`src/rtl/i2c_arbiter_if.sv`:
```
// Requester channel into the I2C arbiter: one level request plus its command fields.
// Latency: gnt one cycle after req is seen in idle; done/rdata/err arrive together.
// Backpressure: req is held until done; the arbiter never drops a granted request.
//
// Signals:
//   req    - level request, held until done
//   addr   - 7-bit I2C device address
//   mask   - byte lanes, bit 3 = MSB byte (sent first)
//   wdata  - write data
//   write  - 1 = write, 0 = read
//   gnt    - one-cycle pulse when this requester wins arbitration
//   done   - one-cycle completion pulse
//   rdata  - masked read data, valid in the done cycle and held afterwards
//   err    - error flag, valid in the done cycle and held afterwards
// Modports: master = requester side, slave = arbiter side.

interface i2c_arbiter_if;
   logic        req;
   logic [6:0]  addr;
   logic [3:0]  mask;
   logic [31:0] wdata;
   logic        write;
   logic        gnt;
   logic        done;
   logic [31:0] rdata;
   logic        err;

   modport master (
      output req, addr, mask, wdata, write,
      input  gnt, done, rdata, err
   );

   modport slave (
      input  req, addr, mask, wdata, write,
      output gnt, done, rdata, err
   );
endinterface

```
`src/rtl/i2c_arbiter.sv`:
```
// Shares one i2c_master between two requesters (p0 = CPU bridge, p1 = radio init).
// Latency: req in idle -> gnt +1, master released +2; busy falling -> done +1.
// Backpressure: requests wait in IDLE while a transaction is in flight; round-robin on ties.
//
// Ports:
//   clk, reset        - single clock; reset is asynchronous, active-low
//   p0, p1            - requester channels (i2c_arbiter_if.slave)
//   m_reset           - active-high synchronous reset to the master; 1 whenever idle
//   m_device_addr,
//   m_mask, m_data_in,
//   m_write           - command fields, latched at grant and stable until completion
//   m_busy            - master busy
//   m_data_out        - master read data
//
// Optional feature: define I2C_ARBITER_TIMEOUT_EN to build a 16-bit watchdog that
// aborts a transaction with err=1 when the master fails to start within
// START_TIMEOUT clocks or fails to finish within XFER_TIMEOUT clocks.

module i2c_arbiter #(
   parameter int START_TIMEOUT = 1024,
   parameter int XFER_TIMEOUT  = 65535
) (
   input  logic         clk,
   input  logic         reset,
   i2c_arbiter_if.slave p0,
   i2c_arbiter_if.slave p1,
   output logic         m_reset,
   output logic [6:0]   m_device_addr,
   output logic [3:0]   m_mask,
   output logic [31:0]  m_data_in,
   output logic         m_write,
   input  logic         m_busy,
   input  logic [31:0]  m_data_out
);

   // Both limits must fit the 16-bit watchdog whether or not it is built, so a
   // configuration is portable between the two builds.
   if (START_TIMEOUT < 1 || START_TIMEOUT > 65535 ||
       XFER_TIMEOUT  < 1 || XFER_TIMEOUT  > 65535) begin : g_bad_timeout
      $error("i2c_arbiter: START_TIMEOUT and XFER_TIMEOUT must be in 1..65535");
   end

   typedef enum logic [2:0] {
      S_IDLE,
      S_SETUP,
      S_WAIT_START,
      S_WAIT_END,
      S_RESP
   } state_t;

   state_t state;
   logic   last;     // most recent winner; 1 after reset so port 0 wins first
   logic   win;      // port owning the transaction in flight
   logic   reject;   // zero-mask request: answered with err, master never released

`ifdef I2C_ARBITER_TIMEOUT_EN
   localparam logic [15:0] START_LIMIT = 16'(START_TIMEOUT);
   localparam logic [15:0] XFER_LIMIT  = 16'(XFER_TIMEOUT);
   logic [15:0] wdog;
`endif

   // Expand the byte-lane mask into a 32-bit bit mask.
   function automatic logic [31:0] lane_bits(input logic [3:0] m);
      return {{8{m[3]}}, {8{m[2]}}, {8{m[1]}}, {8{m[0]}}};
   endfunction

   // Round-robin pick: a lone requester always wins, on a tie the port that
   // did not win last time goes first.
   logic        pick1;
   logic [6:0]  pick_addr;
   logic [3:0]  pick_mask;
   logic [31:0] pick_wdata;
   logic        pick_write;

   assign pick1      = p1.req & (~p0.req | ~last);
   assign pick_addr  = pick1 ? p1.addr  : p0.addr;
   assign pick_mask  = pick1 ? p1.mask  : p0.mask;
   assign pick_wdata = pick1 ? p1.wdata : p0.wdata;
   assign pick_write = pick1 ? p1.write : p0.write;

   // Completion decision for the current cycle: fin moves the FSM to RESP and
   // loads the response registers of the winning port at the same edge.
   logic        fin;
   logic        fin_err;
   logic [31:0] fin_data;

   always_comb begin
      fin      = 1'b0;
      fin_err  = 1'b0;
      fin_data = '0;
      case (state)
         S_SETUP: begin
            if (reject) begin
               fin     = 1'b1;
               fin_err = 1'b1;
            end
         end
`ifdef I2C_ARBITER_TIMEOUT_EN
         S_WAIT_START: begin
            if (!m_busy && wdog == START_LIMIT) begin
               fin     = 1'b1;
               fin_err = 1'b1;
            end
         end
`endif
         S_WAIT_END: begin
            if (!m_busy) begin
               fin      = 1'b1;
               // Writes return zero; reads keep only the requested lanes.
               fin_data = m_write ? 32'd0 : (m_data_out & lane_bits(m_mask));
            end
`ifdef I2C_ARBITER_TIMEOUT_EN
            else if (wdog == XFER_LIMIT) begin
               fin     = 1'b1;
               fin_err = 1'b1;
            end
`endif
         end
         default: begin
         end
      endcase
   end

   always_ff @(posedge clk or negedge reset) begin
      if (!reset) begin
         state         <= S_IDLE;
         last          <= 1'b1;
         win           <= 1'b0;
         reject        <= 1'b0;
         m_reset       <= 1'b1;
         m_device_addr <= '0;
         m_mask        <= '0;
         m_data_in     <= '0;
         m_write       <= 1'b0;
         p0.gnt        <= 1'b0;
         p1.gnt        <= 1'b0;
         p0.done       <= 1'b0;
         p1.done       <= 1'b0;
         p0.rdata      <= '0;
         p1.rdata      <= '0;
         p0.err        <= 1'b0;
         p1.err        <= 1'b0;
`ifdef I2C_ARBITER_TIMEOUT_EN
         wdog          <= '0;
`endif
      end else begin
         p0.gnt  <= 1'b0;
         p1.gnt  <= 1'b0;
         p0.done <= 1'b0;
         p1.done <= 1'b0;

         case (state)
            S_IDLE: begin
               // The master runs whenever it is out of reset, so keep it held here.
               m_reset <= 1'b1;
               if (p0.req || p1.req) begin
                  state         <= S_SETUP;
                  last          <= pick1;
                  win           <= pick1;
                  reject        <= (pick_mask == 4'd0);
                  p0.gnt        <= ~pick1;
                  p1.gnt        <= pick1;
                  m_device_addr <= pick_addr;
                  m_mask        <= pick_mask;
                  m_data_in     <= pick_wdata;
                  m_write       <= pick_write;
               end
            end

            // Fields settle for one cycle with the master still held in reset;
            // a rejected request leaves through fin without releasing it.
            S_SETUP: begin
               if (!reject) begin
                  state   <= S_WAIT_START;
                  m_reset <= 1'b0;
`ifdef I2C_ARBITER_TIMEOUT_EN
                  wdog    <= '0;
`endif
               end
            end

            S_WAIT_START: begin
               if (m_busy) begin
                  state <= S_WAIT_END;
`ifdef I2C_ARBITER_TIMEOUT_EN
                  wdog  <= '0;
               end else begin
                  wdog  <= wdog + 16'd1;
`endif
               end
            end

            S_WAIT_END: begin
`ifdef I2C_ARBITER_TIMEOUT_EN
               wdog <= wdog + 16'd1;
`endif
            end

            S_RESP: begin
               state <= S_IDLE;
            end

            default: begin
               state <= S_IDLE;
            end
         endcase

         // Overrides the per-state next state above when the transaction ends.
         if (fin) begin
            state   <= S_RESP;
            m_reset <= 1'b1;
            if (win) begin
               p1.done  <= 1'b1;
               p1.rdata <= fin_data;
               p1.err   <= fin_err;
            end else begin
               p0.done  <= 1'b1;
               p0.rdata <= fin_data;
               p0.err   <= fin_err;
            end
         end
      end
   end

endmodule

```
`src/flat_wrapper.sv`:
```
// flat-port wrapper written by rule: the top's interface ports become plain ports
module i2c_arbiter_flat 
#(
   parameter int START_TIMEOUT = 1024,
   parameter int XFER_TIMEOUT  = 65535
)
  (clk, reset, m_reset, m_device_addr, m_mask, m_data_in, m_write, m_busy, m_data_out, p0_req, p0_addr, p0_mask, p0_wdata, p0_write, p0_gnt, p0_done, p0_rdata, p0_err, p1_req, p1_addr, p1_mask, p1_wdata, p1_write, p1_gnt, p1_done, p1_rdata, p1_err);
  i2c_arbiter_if p0_i ();
  i2c_arbiter_if p1_i ();
  input  logic clk;
  input  logic reset;
  output logic m_reset;
  output logic [6:0] m_device_addr;
  output logic [3:0] m_mask;
  output logic [31:0] m_data_in;
  output logic m_write;
  input  logic m_busy;
  input  logic [31:0] m_data_out;
  input wire logic [$bits(p0_i.req)-1:0] p0_req;
  input wire logic [$bits(p0_i.addr)-1:0] p0_addr;
  input wire logic [$bits(p0_i.mask)-1:0] p0_mask;
  input wire logic [$bits(p0_i.wdata)-1:0] p0_wdata;
  input wire logic [$bits(p0_i.write)-1:0] p0_write;
  output wire logic [$bits(p0_i.gnt)-1:0] p0_gnt;
  output wire logic [$bits(p0_i.done)-1:0] p0_done;
  output wire logic [$bits(p0_i.rdata)-1:0] p0_rdata;
  output wire logic [$bits(p0_i.err)-1:0] p0_err;
  input wire logic [$bits(p1_i.req)-1:0] p1_req;
  input wire logic [$bits(p1_i.addr)-1:0] p1_addr;
  input wire logic [$bits(p1_i.mask)-1:0] p1_mask;
  input wire logic [$bits(p1_i.wdata)-1:0] p1_wdata;
  input wire logic [$bits(p1_i.write)-1:0] p1_write;
  output wire logic [$bits(p1_i.gnt)-1:0] p1_gnt;
  output wire logic [$bits(p1_i.done)-1:0] p1_done;
  output wire logic [$bits(p1_i.rdata)-1:0] p1_rdata;
  output wire logic [$bits(p1_i.err)-1:0] p1_err;
  assign p0_i.req = p0_req;
  assign p0_i.addr = p0_addr;
  assign p0_i.mask = p0_mask;
  assign p0_i.wdata = p0_wdata;
  assign p0_i.write = p0_write;
  assign p0_gnt = p0_i.gnt;
  assign p0_done = p0_i.done;
  assign p0_rdata = p0_i.rdata;
  assign p0_err = p0_i.err;
  assign p1_i.req = p1_req;
  assign p1_i.addr = p1_addr;
  assign p1_i.mask = p1_mask;
  assign p1_i.wdata = p1_wdata;
  assign p1_i.write = p1_write;
  assign p1_gnt = p1_i.gnt;
  assign p1_done = p1_i.done;
  assign p1_rdata = p1_i.rdata;
  assign p1_err = p1_i.err;
  i2c_arbiter #(.START_TIMEOUT(START_TIMEOUT), .XFER_TIMEOUT(XFER_TIMEOUT)) u_core (.clk(clk), .reset(reset), .p0(p0_i), .p1(p1_i), .m_reset(m_reset), .m_device_addr(m_device_addr), .m_mask(m_mask), .m_data_in(m_data_in), .m_write(m_write), .m_busy(m_busy), .m_data_out(m_data_out));
endmodule
```
`config.mk`:
```
export PLATFORM = sky130hd
export DESIGN_NAME = i2c_arbiter_flat
export DESIGN_NICKNAME = d
export VERILOG_FILES = /design/src/rtl/i2c_arbiter_if.sv /design/src/rtl/i2c_arbiter.sv /design/src/flat_wrapper.sv
export SDC_FILE = /design/constraint.sdc
export NUM_CORES = 1
export LEC_CHECK = 0
export BUFFER_PORTS_ARGS = -buffer_cell sky130_fd_sc_hd__buf_4
export CORE_MARGIN = 2
export CORE_UTILIZATION = 30
export CTS_BUF_LIST = sky130_fd_sc_hd__clkbuf_8 sky130_fd_sc_hd__clkbuf_16
export DETAILED_ROUTE_END_ITERATION = 12
export PLACE_DENSITY_LB_ADDON = 0.12
export SYNTH_ARGS = -nofsm -noshare
export SYNTH_HDL_FRONTEND = slang
export SYNTH_SLANG_ARGS = --single-unit
export TNS_END_PERCENT = 10
```
`constraint.sdc`:
```
create_clock -name clk -period 1.9 [get_ports clk]
set_clock_uncertainty 0.1 [all_clocks]
set_input_delay 0.19 -clock clk [delete_from_list [all_inputs] [get_ports clk]]
set_output_delay 0.19 -clock clk [all_outputs]
set_load 0.02 [all_outputs]
```
* Word level (Yosys, flattened, before mapping)
Cells that the tools add are included.
** Cells by class
- Equal/unequal tests :: 7
- Reduce and logical (&&, ||, !) cells :: 9
- Bitwise logic cells :: 7
- Mux-type cells :: 27
** Operators by type and width (number)
- $mux W32 :: 4
- $and A32 B32 Y32 :: 1
- $mux W1 :: 14
- $mux W3 :: 4
- $pmux W3 S4 :: 1
- $reduce_and A2 Y1 :: 4
- $mux W7 :: 1
- $eq A3 B2 Y1 const B :: 2
- $logic_not A4 Y1 :: 1
- $mux W4 :: 1
- $not A1 Y1 :: 4
- $pmux W1 S2 :: 2
- $reduce_and A4 Y1 :: 1
- $eq A3 B1 Y1 const B :: 1
- $logic_not A3 Y1 :: 1
- $ne A3 B1 Y1 const B :: 1
- $ne A3 B2 Y1 const B :: 1
- $ne A3 B3 Y1 const B :: 1
- $reduce_bool A3 Y1 :: 1
- $ne A2 B1 Y1 const B :: 1
- $and A1 B1 Y1 :: 1
- $logic_or A1 B1 Y1 :: 1
- $or A1 B1 Y1 :: 1
** Storage, ports and cells
- Word-level logic and storage cells :: 67
- Flip-flop bits (word level) :: 121
- Output and inout bits :: 115

* Depth between registers and ports, before layout
Gate-level depths: netlist of run 1.
- Word-level depth :: 6
- Gate-level depth with buffers :: 6

* Least setup slack after synthesis of run 1
Ideal clock, no wire load.
- Path kind :: reg2reg
- Start :: reg u_core.state[2]
- End :: reg u_core.p0.rdata[22]
- Path buffers :: 2
- Clock period less this slack :: 1856 ps
- Data required time :: 1675 ps
- Stages on the path, launching flop included :: 6
- Setup slack :: 44 ps
- Arrival :: 1631 ps
- Path through :: dfrtp_1 clkbuf_1 or3b_1 a21oi_4 buf_6 mux2_2
** Between the ends
- Word-level cells in the longest chain between the ends :: 3
- Elaborated cells between the ends (all ways) :: 5
** RTL lines
- start: declaration :: RTL line i2c_arbiter.sv:51 : state_t state;
- start signal: assignment :: RTL line i2c_arbiter.sv:126 : state <= S_IDLE;
- start signal: assignment :: RTL line i2c_arbiter.sv:157 : state <= S_SETUP;
- start signal: assignment :: RTL line i2c_arbiter.sv:174 : state <= S_WAIT_START;
- $eq A3 B2 Y1 / $eq A3 B1 Y1 (equally long branches) :: RTL line i2c_arbiter.sv:91 : case (state)
- $pmux W1 S2 :: RTL line i2c_arbiter.sv:91
- $reduce_and A2 Y1 (no source line)
- end: declaration :: RTL line i2c_arbiter_if.sv:35 : output gnt, done, rdata, err
Parallel ways exist; a longest one is shown, timed or not.
A chain may end at the register's enable or synchronous reset.

* Worst setup path after layout of run 1
- Start :: reg u_core.state[2]
- End :: reg u_core.p0.rdata[14]
The elaborated chain is that of the path after synthesis.

==> summary.txt, run 1 <==
Floorplanning
  – Die span in y: between 100 and 150 µm
  – Core Box Area: around 18000 µm²
  – Die X: around 140 µm
  – Die area: between 15000 and 20000 µm²
  – Initial core utilization: slightly above 30%
  – Num rows: 49
  – I/O Pins: 240

Setup path
  – CP max stage delay: 0.45 ns
  – WP buf/inv: 1
  – Top Family by Delay on Critical Path: simple AND/OR/NAND/NOR gates
  – Worst Setup End Kind: register
  – Worst Path Arrival: between 2 and 2.5 ns
  – CP required: between 2 and 2.5 ns
  – Worst Path Max Fanout: 20
  – Reg2reg path depth: 4
  – Critical path depth: 4
  – Crit Path Class: reg -> reg
  – Startpoint Class: register
  – CP cell instances: or3b_1 -> a21oi_4 -> buf_12 -> mux2_2
  – CP max stage cell: or3b_1

CTS
  – CTS tree: built
  – Worst skew pair latency: 0.40 ns
  – Root Driver: clkbuf_16
  – # Post-CTS Setup Buffers: 0
  – CTS Buffer Depth: 2
  – Clk sinks: 121
  – CTS HTree Levels: 4
  – Clk slew on worst S/H paths: about 0.05 ns
  – Number of buffers created by CTS: 17

Synthesis
  – Synth Cell Area: ~5500 µm²
  – Yosys cell types: 34
  – Seq/Total Area, Yosys: 55.4%
  – Yosys warnings: 0
  – Share of the synthesized area in the top cell type: approximately 54%
  – Fraction of registers with async set/reset: between 90% and 100%
  – Most used standard cell by instance count after synthesis: mux2_2
  – Post-synthesis cell count: ~400
  – Avg Cell Area, Syn: 13.6 µm²
  – EDFF count, synth: 0
  – Synth area leader: dfrtp_1
  – Commonest cells in the synthesized netlist: mux2_2 (145), dfrtp_1 (119), nand2_1 (25), nor3_1 (25), buf_2 (9)
  – Synthesis-stage register bit count: around 120
  – Syn nets: around 530
  – Commonest register cell after synthesis: dfrtp_1
  – Top cells by area, synth: dfrtp_1 (54%), mux2_2 (30%), nor3_1 (2.3%), nand2_1 (1.7%), buf_6 (1.4%)

Timing
  – RSZ-0062 raised after global routing: no
  – FMAX: 541 MHz
  – Worst slew pin tran: 0.679 ns
  – Fin. max-slew vios: 0
  – Sum Neg Setup Slack: 0 ns
  – Fin crit share: a little over nine tenths
  – Crit path time final: between 1.5 and 2 ns
  – Endpoints failing setup: 0
  – Count of final hold-check violations: 0
  – Worst rel slew slack: roughly 55%

Global route
  – Vias in the first global route: between 4000 and 5000
  – Initial antenna violation count: 0
  – First-pass GRT wire length: between 20000 and 25000 µm
  – Largest net degree at the start of global routing: 122
  – Gr usage total: about 16%
  – GRT overflow: 0

Min path
  – Type of the most critical hold path: in -> reg
  – Hold Crit Depth: 3

Route
  – DRT Pass-1 Iters: 4
  – Vias per cell: approximately 4.7
  – Remaining DRCs: 0
  – Initial drt markers: roughly 140
  – Final WL: between 15000 and 20000 µm
  – DRT antenna net count: 0
  – Post-DR wirelength/cell: about 17 µm
  – Via Count: 4180

Finish
  – Final Net Count: just under 800
  – Final Core Density: 46.3%
  – Number of fill cells: approximately 1700
  – Number of diodes: 0
  – Layout cell share with drive strength beyond 1: approximately 66%
  – Layout area overhead: 51.4%

Placement
  – Port bufs: about 240
  – Gpl congestion: between 0.7 and 0.8
  – Final HPWL DP: 10800 µm

Power and ir drop
  – Total power density per cell area: about 1400 nW/µm²
  – Leakage power: 4.03 nW
  – Maximum vdd drop: 0.733 mV

Status
  – Outcome: complete, no violations

Flow run
  – Max-Cap Viols: 0
==> routing by layer <==
layer | routed length (µm) | global-route usage [%] | share of wire [%] | up-vias
met1 | 6220 | 18.5 | 41 | 2042
met5 | 0 | 0 | 0 | -
li1 | - | - | - | 1954
met2 | 7470 | 26.7 | 49 | 172
met4 | 185 | 4.94 | 1.2 | 0
met3 | 1240 | 6.04 | 8.2 | 12
==> area by class of cell <==
cell class / count / area, µm² / share of cell area [%]
clock buffers: 19 / 453 / 5.47
clock inverters: 13 / 129 / 1.56
inverters: 6 / 22.5 / 0.272
multi-input cells: 247 / 2270 / 27.4
flip-flops and latches: 121 / 3030 / 36.6
well taps: 229 / 287 / 3.46
repair buffers: 263 / 2090 / 25.3
==> cell families after synthesis <==
logic type             after synthesis  share of synthesized area [%]
buffers and inverters               33                           3.57
DFF                                121                           55.4
muxes                              154                           31.6
and+or+nand+nor                     73                           7.00
AOI/OAI and AO/OA                   20                           2.47
==> registers in the layout (all words and copies together), names as in the netlist <==
register and flops:
u_core.win 1, u_core.p1.done 1, u_core.p1.rdata 32, u_core.last 1
u_core.p0.done 1, u_core.reject 1, u_core.p0.gnt 1, u_core.m_reset 1
u_core.m_data_in 32, u_core.p0.rdata 32, u_core.m_mask 4, u_core.state 3
u_core.p1.gnt 1, u_core.m_write 1, u_core.p1.err 1, u_core.p0.err 1
u_core.m_device_addr 7
==> worst paths after layout <==
path                                           from             endpoint  slack (ns)
max in group asynchronous                     reset     u_core.m_mask[1]        0.86
worst max register to register      u_core.state[2]  u_core.p0.rdata[14]        0.05
worst max-delay path                u_core.state[2]  u_core.p0.rdata[14]        0.05
worst min register to register  u_core.p0.rdata[17]  u_core.p0.rdata[17]        0.40
min in group asynchronous                     reset  u_core.p1.rdata[27]        0.33
worst min-delay path                 m_data_out[24]  u_core.p1.rdata[24]        0.03
==> power by group <==
part | internal [W] | total, W | switching [W]
logic | 0.00224 | 0.00448 | 0.00223
clock network | 0.00199 | 0.00313 | 0.00115
registers | 0.00331 | 0.00387 | 0.000562
total | 0.00754 | 0.0115 | 0.00394
==> cell usage in the layout (no fill, tap or decap) <==
| cell | n |
|---|---|
| clkinv_2 | 5 |
| a21oi_1 | 3 |
| nand3b_1 | 1 |
| o21ai_0 | 6 |
| and4bb_1 | 1 |
| nand4_1 | 2 |
| nor3_2 | 1 |
| mux2_2 | 145 |
| or3b_1 | 1 |
| dlygate4sd3_1 | 7 |
| clkbuf_16 | 17 |
| nor3_1 | 24 |
| clkinv_4 | 2 |
| inv_1 | 7 |
| a21boi_4 | 1 |
| a22oi_1 | 1 |
| and2_1 | 1 |
| nor4_1 | 2 |
| bufinv_16 | 2 |
| nand2_1 | 25 |
| nand4bb_1 | 1 |
| nand2b_1 | 3 |
| buf_4 | 248 |
| a21boi_0 | 1 |
| and4_1 | 6 |
| dfstp_2 | 2 |
| o21a_2 | 1 |
| clkinvlp_4 | 3 |
| nor2_1 | 4 |
| a21oi_4 | 2 |
| a2bb2oi_1 | 1 |
| clkbuf_8 | 2 |
| a31oi_1 | 3 |
| mux2i_1 | 6 |
| dfrtp_1 | 119 |
| nor2b_1 | 1 |
| buf_12 | 8 |
| a21o_1 | 1 |
| mux2_1 | 3 |
==> through the flow <==
| step | total power, W | setup slack, ns | hold WS [ns] | instance area [µm²] | std cells |
|---|---|---|---|---|---|
| floorplan | 0.00642 | 0.0440 | -0.206 | 5470 | 401 |
| global placement | 0.00835 | 0.0882 | 0.246 | 7630 | 859 |
| detailed placement | 0.00840 | 0.0650 | 0.247 | 7630 | 859 |
| CTS | 0.0116 | 0.0583 | 0.0108 | 8280 | 898 |
| global route | 0.0121 | 0.00827 | 0.0195 | 8280 | 898 |
| finish | 0.0115 | 0.0502 | 0.0339 | 8280 | 898 |
==> worst register-to-register path: stages, from the launching register on <==
cell     delay (ns)
dfrtp_1        0.43
or3b_1         0.45
a21oi_4        0.20
buf_12         0.20
mux2_2         0.35
==> timing repair <==
| item | CTS | global route |
|---|---|---|
| endpoints found under the hold margin | 125 | 0 |
| setup endpoints to repair | 0 | 1 |
| hold buffers | 7 | 0 |
| gates resized for setup | 0 | 1 |
No activity file was read; power rests on OpenSTA's default activity.
==> inputs of run 2 (changes only) <==
--- a/config.mk
+++ b/config.mk
@@ -5,10 +5,12 @@
 export SDC_FILE = /design/constraint.sdc
 export NUM_CORES = 1
 export LEC_CHECK = 0
+export ABC_AREA = 1
 export BUFFER_PORTS_ARGS = -buffer_cell sky130_fd_sc_hd__buf_4
 export CORE_MARGIN = 2
 export CORE_UTILIZATION = 30
 export CTS_BUF_LIST = sky130_fd_sc_hd__clkbuf_8 sky130_fd_sc_hd__clkbuf_16
+export CTS_CLUSTER_SIZE = 40
 export DETAILED_ROUTE_END_ITERATION = 12
 export PLACE_DENSITY_LB_ADDON = 0.12
 export SYNTH_ARGS = -nofsm -noshare
==> constraint.sdc (replaced) <==
create_clock -name clk -period 1.9 [get_ports clk]
set_clock_uncertainty 0.1 [all_clocks]
set_input_delay 0 -clock clk [delete_from_list [all_inputs] [get_ports clk]]
set_output_delay 0 -clock clk [all_outputs]
set_load 0.02 [all_outputs]
==> run 2 against run 1 <==
Compared with the run above: clock-buffer cell count is 1 higher; sequential share of layout area is 3.8 points lower; die area is 4.0% lower; sequential cell count stayed put; fmax is 6.4% higher; via count is 34% higher; critical endpoint is now u_core.reject.
==> summary.txt, run 2 <==
Timing
  – FMAX: 575 MHz (+6.4%)
  – Crit path time final: 1.74 ns (-0.111 ns)
  – Count of final hold-check violations: 0 (unchanged)
  – Worst Setup Slack, final: 0.161 ns (+0.111 ns)
  – Worst slew pin tran: 0.449 ns (-0.230 ns)
  – Fin crit share: 91.5% (-5.8 points)
  – Worst rel slew slack: 70.1% (+15 points)
  – WHS: 0.0822 ns (+0.0483 ns)
  – Sum Neg Setup Slack: 0 ns (unchanged)
  – Endpoints failing setup: 0 (unchanged)
  – Fin. max-slew vios: 0 (unchanged)
  – RSZ-0062 raised after global routing: no

Setup path
  – Worst Path Max Fanout: 4 (-80%)
  – Worst Path Arrival: 1.98 ns (-0.05 ns)
  – RR Startpoint: u_core.last
  – Register-to-register setup slack: 0.16 ns (+0.11 ns)
  – Reg2reg path depth: 7 (+3)
  – Critical R2R Capture: u_core.reject
  – CP required: 2.14 ns (+0.06 ns)
  – Crit Path Class: reg -> reg
  – Critical path origin: u_core.last
  – Startpoint Class: register
  – Worst Setup End Kind: register
  – End of the critical path: u_core.reject

Power and ir drop
  – Sw Share: 37.1% (+2.7 points)
  – Clock power frac: 28.6% (+1.3 points)
  – Leakage power: 4.85 nW (+20%)
  – Total power density per cell area: 1300 nW/µm² (-6.0%)
  – Power Internal: 0.00759 W (+0.68%)
  – Share of total power in sequential cells: 32.2% (-1.5 points)
  – Psw: 0.00447 W (+13%)
  – Comb power frac: 39.2% (+0.2 points)
  – Maximum vdd drop: 0.651 mV (-11%)

Synthesis
  – Yosys cell types: 20 (-41%)
  – Post-synthesis cell count: 646 (+61%)
  – Synthesis-stage register bit count: 121 (unchanged)
  – Top cells by area, synth: dfrtp_1 (57%), nand2_1 (20%), o21ai_0 (7.4%), nor2_1 (5.8%), buf_2 (1.5%)
  – EDFF count, synth: 0 (unchanged)
  – Avg Cell Area, Syn: 8.12 µm² (-40%)
  – Seq/Total Area, Yosys: 57.8% (+2.4 points)
  – Synth Cell Area: 5250 µm² (-4.1%)
  – Yosys warnings: 0 (unchanged)
  – Commonest cells in the synthesized netlist: nand2_1 (286), dfrtp_1 (119), nor2_1 (81)
  – Commonest register cell after synthesis: dfrtp_1
  – Synth area leader: dfrtp_1
  – Fraction of registers with async set/reset: 100% (unchanged)
  – Most used standard cell by instance count after synthesis: nand2_1
  – Syn nets: 771 (+47%)
  – Share of the synthesized area in the top cell type: 56.8% (+2.3 points)

Finish
  – Commonest cells after routing, fill and taps aside: nand2_1 (286), buf_4 (253), dlygate4sd3_1 (129), dfrtp_1 (119), nor2_1 (80)
  – Post-route cell area: 9260 µm² (+12%)
  – Layout cell share with drive strength beyond 1: 29.3% (-36 points)
  – Final Net Count: 1143 (+46%)
  – Layout area overhead: 76.4%
  – Number of diodes: 0 (unchanged)
  – Leading cell type in the layout, fill and taps excluded: nand2_1
  – Largest regs: u_core.m_data_in (32), u_core.p0.rdata (32), u_core.p1.rdata (32)

Route
  – Vias per cell: 4.46 (-4.1%)
  – DRT Pass-1 Iters: 4 (unchanged)
  – Via Count: 5604 (+34%)
  – Final WL: 18300 µm (+21%)
  – Post-DR wirelength/cell: 14.5 µm (-14%)
  – Remaining DRCs: 0 (unchanged)
  – Initial drt markers: 198 (+38%)
  – DRT antenna net count: 0 (unchanged)

Global route
  – GRT overflow: 0 (unchanged)
  – Vias in the first global route: 5567 (+25%)
  – First-pass GRT wire length: 28600 µm (+19%)
  – Largest net degree at the start of global routing: 47 (-61%)
  – Gr usage total: 20.0% (+4.2 points)
  – Initial antenna violation count: 0 (unchanged)

CTS
  – Worst skew pair latency: 0.41 ns (about the same)
  – CTS HTree Levels: 4 (unchanged)
  – Number of buffers created by CTS: 17 (unchanged)
  – CTS Buffer Depth: 2 (unchanged)
  – CTS tree: built
  – Root Driver: clkbuf_16
  – Clk sinks: 121 (unchanged)
  – Clk slew on worst S/H paths: 0.05 ns (about the same)

Floorplanning
  – Initial core utilization: 30.5% (about the same)
  – Die area: 18600 µm² (-4.0%)
  – Core Box Area: 17200 µm² (-4.1%)
  – Die span in y: 136 µm (-2.0%)
  – Die X: 136 µm (-2.0%)
  – Num rows: 48 (-2.0%)
  – I/O Pins: 240 (unchanged)

Placement
  – Placement Setup Slack: 0.243 ns (+0.178 ns)
  – Gpl congestion: 0.753 (-2.8%)
  – Final HPWL DP: 11800 µm (+9.7%)
  – DP Area: 7320 µm² (-4.0%)
  – Port bufs: 239 (unchanged)

Status
  – Outcome: complete, no violations

Min path
  – Type of the most critical hold path: in -> reg

Flow run
  – Max-Cap Viols: 0 (unchanged)
[run 2: cell count changes in the layout (fill, tap and decap cells not counted), sizes merged, moves of 3 or more]
cell,previous run,this run
nand2,25,291
mux2,148,0
dlygate4sd3,7,129
o21ai,6,89
nor2,4,83
nor3,25,0
inv,7,20
nand3,0,8
and4,6,0
mux2i,6,0
a21oi,5,1
clkinv,7,4
nand2b,3,0
[run 2: power by group through the flow]
stage	logic, W	clock network (W)	registers (W)
after floorplan	0.00163	0	0.00468
after global placement	0.00455	0	0.00390
after detailed placement	0.00456	0	0.00388
after CTS	0.00477	0.00356	0.00388
after global routing	0.00518	0.00367	0.00397
final	0.00472	0.00345	0.00388
[run 2: cells by family (layout without fill, tap and decap cells)]
group | count (synthesis) | after routing | share of synthesized area (%)
AO/OA/AOI/OAI | 91 | 91 | 8.70
buffers and inverters | 51 | 436 | 4.98
flip-flops | 121 | 121 | 57.8
AND/OR/NAND/NOR | 383 | 383 | 28.5
[run 2: worst min-delay path by stage]
stage / start / end / slack, ns / depth (start not counted)
after detailed placement: reset / u_core.p0.rdata[24] / -0.1 / 1
after global placement: reset / u_core.p0.rdata[24] / -0.10 / 1
final: p1_req / u_core.p0.gnt / 0.08 / 5
after global routing: p1_req / u_core.p0.gnt / 0.12 / 5
after floorplan: reset / u_core.m_data_in[0] / -0.40 / 0
after CTS: p1_req / u_core.p0.gnt / 0.06 / 5
[run 2: timing repair]
action                                  CTS  global route
hold endpoints to repair                231             0
endpoints found under the setup margin    0             1
buffers inserted                          0             0
hold buffers                            129             0
gates resized for setup                   0             1
[run 2: layout make-up]
type                       count  area [µm²]
clock buffer                  20         467
inverter                      18        72.6
tap                          225         282
multi-input combinational    474        1960
clock inverter                12         171
timing repair buffer         386        3270
sequential                   121        3030
fill                        1631        7920
[run 2: routing by layer]
metal,vias up,part of all wire (%),global-route usage (%)
li1,2766,-,-
met1,2570,44,25.1
met2,233,47,32.8
met3,35,6.9,5.67
met4,0,2.2,7.12
met5,-,0,0
[run 2: worst max-delay path, stage by stage, from the launching register on]
cell and delay, ns:
dfstp_2 0.52, nand2_1 0.10, nand3_1 0.08, dlygate4sd3_1 0.54, nand2_1 0.06, nor2_2 0.11
nand3_1 0.09, nand2_1 0.06
[run 2: stage by stage]
| stage | power [W] | utilization (%) | instances |
|---|---|---|---|
| finish | 0.0121 | 53.9 | 1256 |
| global route | 0.0128 | 53.9 | 1256 |
| CTS | 0.0122 | 53.9 | 1256 |
| detailed placement | 0.00845 | 42.6 | 1095 |
| global placement | 0.00845 | 42.6 | 1095 |
| floorplan | 0.00631 | - | 646 |
==> inputs of run 3 (changes only) <==
--- a/config.mk
+++ b/config.mk
@@ -8,7 +8,7 @@
 export ABC_AREA = 1
 export BUFFER_PORTS_ARGS = -buffer_cell sky130_fd_sc_hd__buf_4
 export CORE_MARGIN = 2
-export CORE_UTILIZATION = 30
+export CORE_UTILIZATION = 40
 export CTS_BUF_LIST = sky130_fd_sc_hd__clkbuf_8 sky130_fd_sc_hd__clkbuf_16
 export CTS_CLUSTER_SIZE = 40
 export DETAILED_ROUTE_END_ITERATION = 12
==> run 3 against run 2 <==
Compared with the run above: die area fell by 24%; hold slack got worse by 0.060 ns; clock-buffer cell count did not move; sequential cell count did not move; global-route usage rose by 6.7 points; routed wire length rose by 1.9%; critical endpoint is now u_core.m_data_in[7]; largest power group unchanged.
==> summary.txt, run 3 (same netlist as run 2, synthesis figures left out) <==
Timing
  – Crit path time final: 1.76 ns (+0.0221 ns)
  – Worst rel slew slack: 62.7% (-7.3 points)
  – RSZ-0062 raised after global routing: no
  – Worst slew pin tran: 0.557 ns (+0.108 ns)
  – WHS: 0.0221 ns (-0.0601 ns)
  – Count of final hold-check violations: 0 (unchanged)
  – Sum Neg Setup Slack: 0 ns (unchanged)
  – Fin. max-slew vios: 0 (unchanged)
  – Fin crit share: 92.7% (+1.2 points)
  – Endpoints failing setup: 0 (unchanged)
  – FMAX: 568 MHz (-1.3%)

Setup path
  – CP required: 2.08 ns (-0.06 ns)
  – Worst Path Arrival: 1.94 ns (-0.04 ns)
  – Crit Path Class: reg -> reg
  – Reg2reg path depth: 6 (-1)
  – Worst Setup End Kind: register
  – Startpoint Class: register
  – Worst Path Max Fanout: 22 (+18)

Global route
  – Initial antenna violation count: 0 (unchanged)
  – Vias in the first global route: 5895 (+5.9%)
  – First-pass GRT wire length: 29700 µm (+3.7%)
  – GRT overflow: 0 (unchanged)
  – Gr usage total: 26.7% (+6.7 points)
  – Largest net degree at the start of global routing: 48 (+2.1%)

CTS
  – CTS HTree Levels: 4 (unchanged)
  – Worst skew pair latency: 0.41 ns (about the same)
  – CTS Buffer Depth: 2 (unchanged)
  – Clk sinks: 121 (unchanged)
  – Number of buffers created by CTS: 17 (unchanged)
  – Clk slew on worst S/H paths: 0.06 ns (about the same)
  – Root Driver: clkbuf_16
  – CTS tree: built

Min path
  – Hold Crit Depth: 7 (+2)
  – Type of the most critical hold path: in -> reg

Finish
  – Post-route cell area: 9150 µm² (-1.1%)
  – Non-Filler Instances: 1199 (-4.5%)
  – Leading cell type in the layout, fill and taps excluded: nand2_1
  – Layout area overhead: 74.4%
  – Commonest cells after routing, fill and taps aside: nand2_1 (286), buf_4 (252), dlygate4sd3_1 (126), dfrtp_1 (119), nor2_1 (81)
  – Final Net Count: 1140 (-0.26%)
  – Number of diodes: 0 (unchanged)
  – Number of fill cells: 915 (-44%)
  – Largest regs: u_core.m_data_in (32), u_core.p0.rdata (32), u_core.p1.rdata (32)
  – Layout cell share with drive strength beyond 1: 29.4% (+0.11 points)

Power and ir drop
  – Maximum vdd drop: 0.745 mV (+14%)
  – Leakage power: 4.82 nW (-0.58%)
  – Total power density per cell area: 1310 nW/µm² (+0.40%)

Floorplanning
  – Core Box Area: 12700 µm² (-26%)
  – Num rows: 41 (-15%)
  – Die span in y: 119 µm (-13%)
  – Die area: 14000 µm² (-24%)
  – Die X: 119 µm (-13%)
  – Initial core utilization: 41.2% (+11 points)
  – I/O Pins: 240 (unchanged)

Route
  – Via Count: 5858 (+4.5%)
  – DRT antenna net count: 0 (unchanged)
  – Initial drt markers: 421 (+110%)
  – DRT Pass-1 Iters: 5 (+1)
  – Remaining DRCs: 0 (unchanged)
  – Final WL: 18600 µm (+1.9%)
  – Post-DR wirelength/cell: 15.5 µm (+6.8%)
  – Vias per cell: 4.89 (+9.5%)

Placement
  – DP Area: 7240 µm² (-1.1%)
  – Placed insts: 1040 (-5.0%)
  – Port bufs: 239 (unchanged)
  – Gpl congestion: 0.906 (+20%)
  – Final HPWL DP: 11400 µm (-3.7%)

Status
  – Outcome: complete, no violations

Flow run
  – Max-Cap Viols: 0 (unchanged)
==> run 3: changes by cell type in the layout (fill, tap and decap cells not counted), sizes merged <==
cell         previous run  this run
clkinvlp                2         3
clkinv                  4         6
inv                    20        17
dlygate4sd3           129       126
bufinv                  4         3
==> run 3: final cells by class <==
class                   instances  area [µm²]  area share [%]
clock buffers                  20         467            5.10
clock inverters                11         146            1.60
inverters                      18        78.8           0.861
multi-input cells             474        1960            21.4
flip-flops and latches        121        3030            33.1
well taps                     172         215            2.35
repair buffers                383        3250            35.6
==> run 3: power by group <==
group          internal (W)  switching [W]  leakage, nW
logic               0.00190        0.00287         2.93
clock network       0.00216        0.00115        0.298
registers           0.00337       0.000524         1.59
==> run 3: per-stage QoR <==
stage                     utilization (%)  worst slack (ns)  total power, W
final                                71.9             0.139          0.0120
after detailed placement             56.9             0.162         0.00835
after floorplan                         -             0.424         0.00631
after global placement               56.9             0.189         0.00827
after CTS                            71.8             0.137          0.0119
after global routing                 71.9           0.00855          0.0126
==> run 3: per-layer routing <==
layer  wire [µm]  track usage, %
met1        7370            33.3
met2        8990            43.0
met3        1600            6.85
met4         642            13.1
met5           0               0
==> run 3: worst paths after layout <==
check / startpoint / to / slack [ns]
min in group asynchronous: reset / u_core.p0.rdata[26] / 0.07
max in group asynchronous: reset / u_core.last / 1.32
max reg2reg: u_core.last / u_core.m_data_in[7] / 0.14
min reg2reg: u_core.last / u_core.last / 0.37
min: p1_req / u_core.state[0] / 0.02
max: u_core.last / u_core.m_data_in[7] / 0.14
==> run 3: timing repair <==
item,CTS,global route
endpoints found under the setup margin,0,13
endpoints found under the hold margin,232,0
gates resized for setup,0,3
buffers inserted,0,1
hold buffers,127,0
==> run 3: worst max-delay path, cell delays in order (launching register included) <==
cell	delay, ns
dfstp_2	0.53
nand2_1	0.10
nand2_1	0.18
clkinvlp_4	0.17
buf_4	0.23
o21ai_0	0.21
o21ai_0	0.12
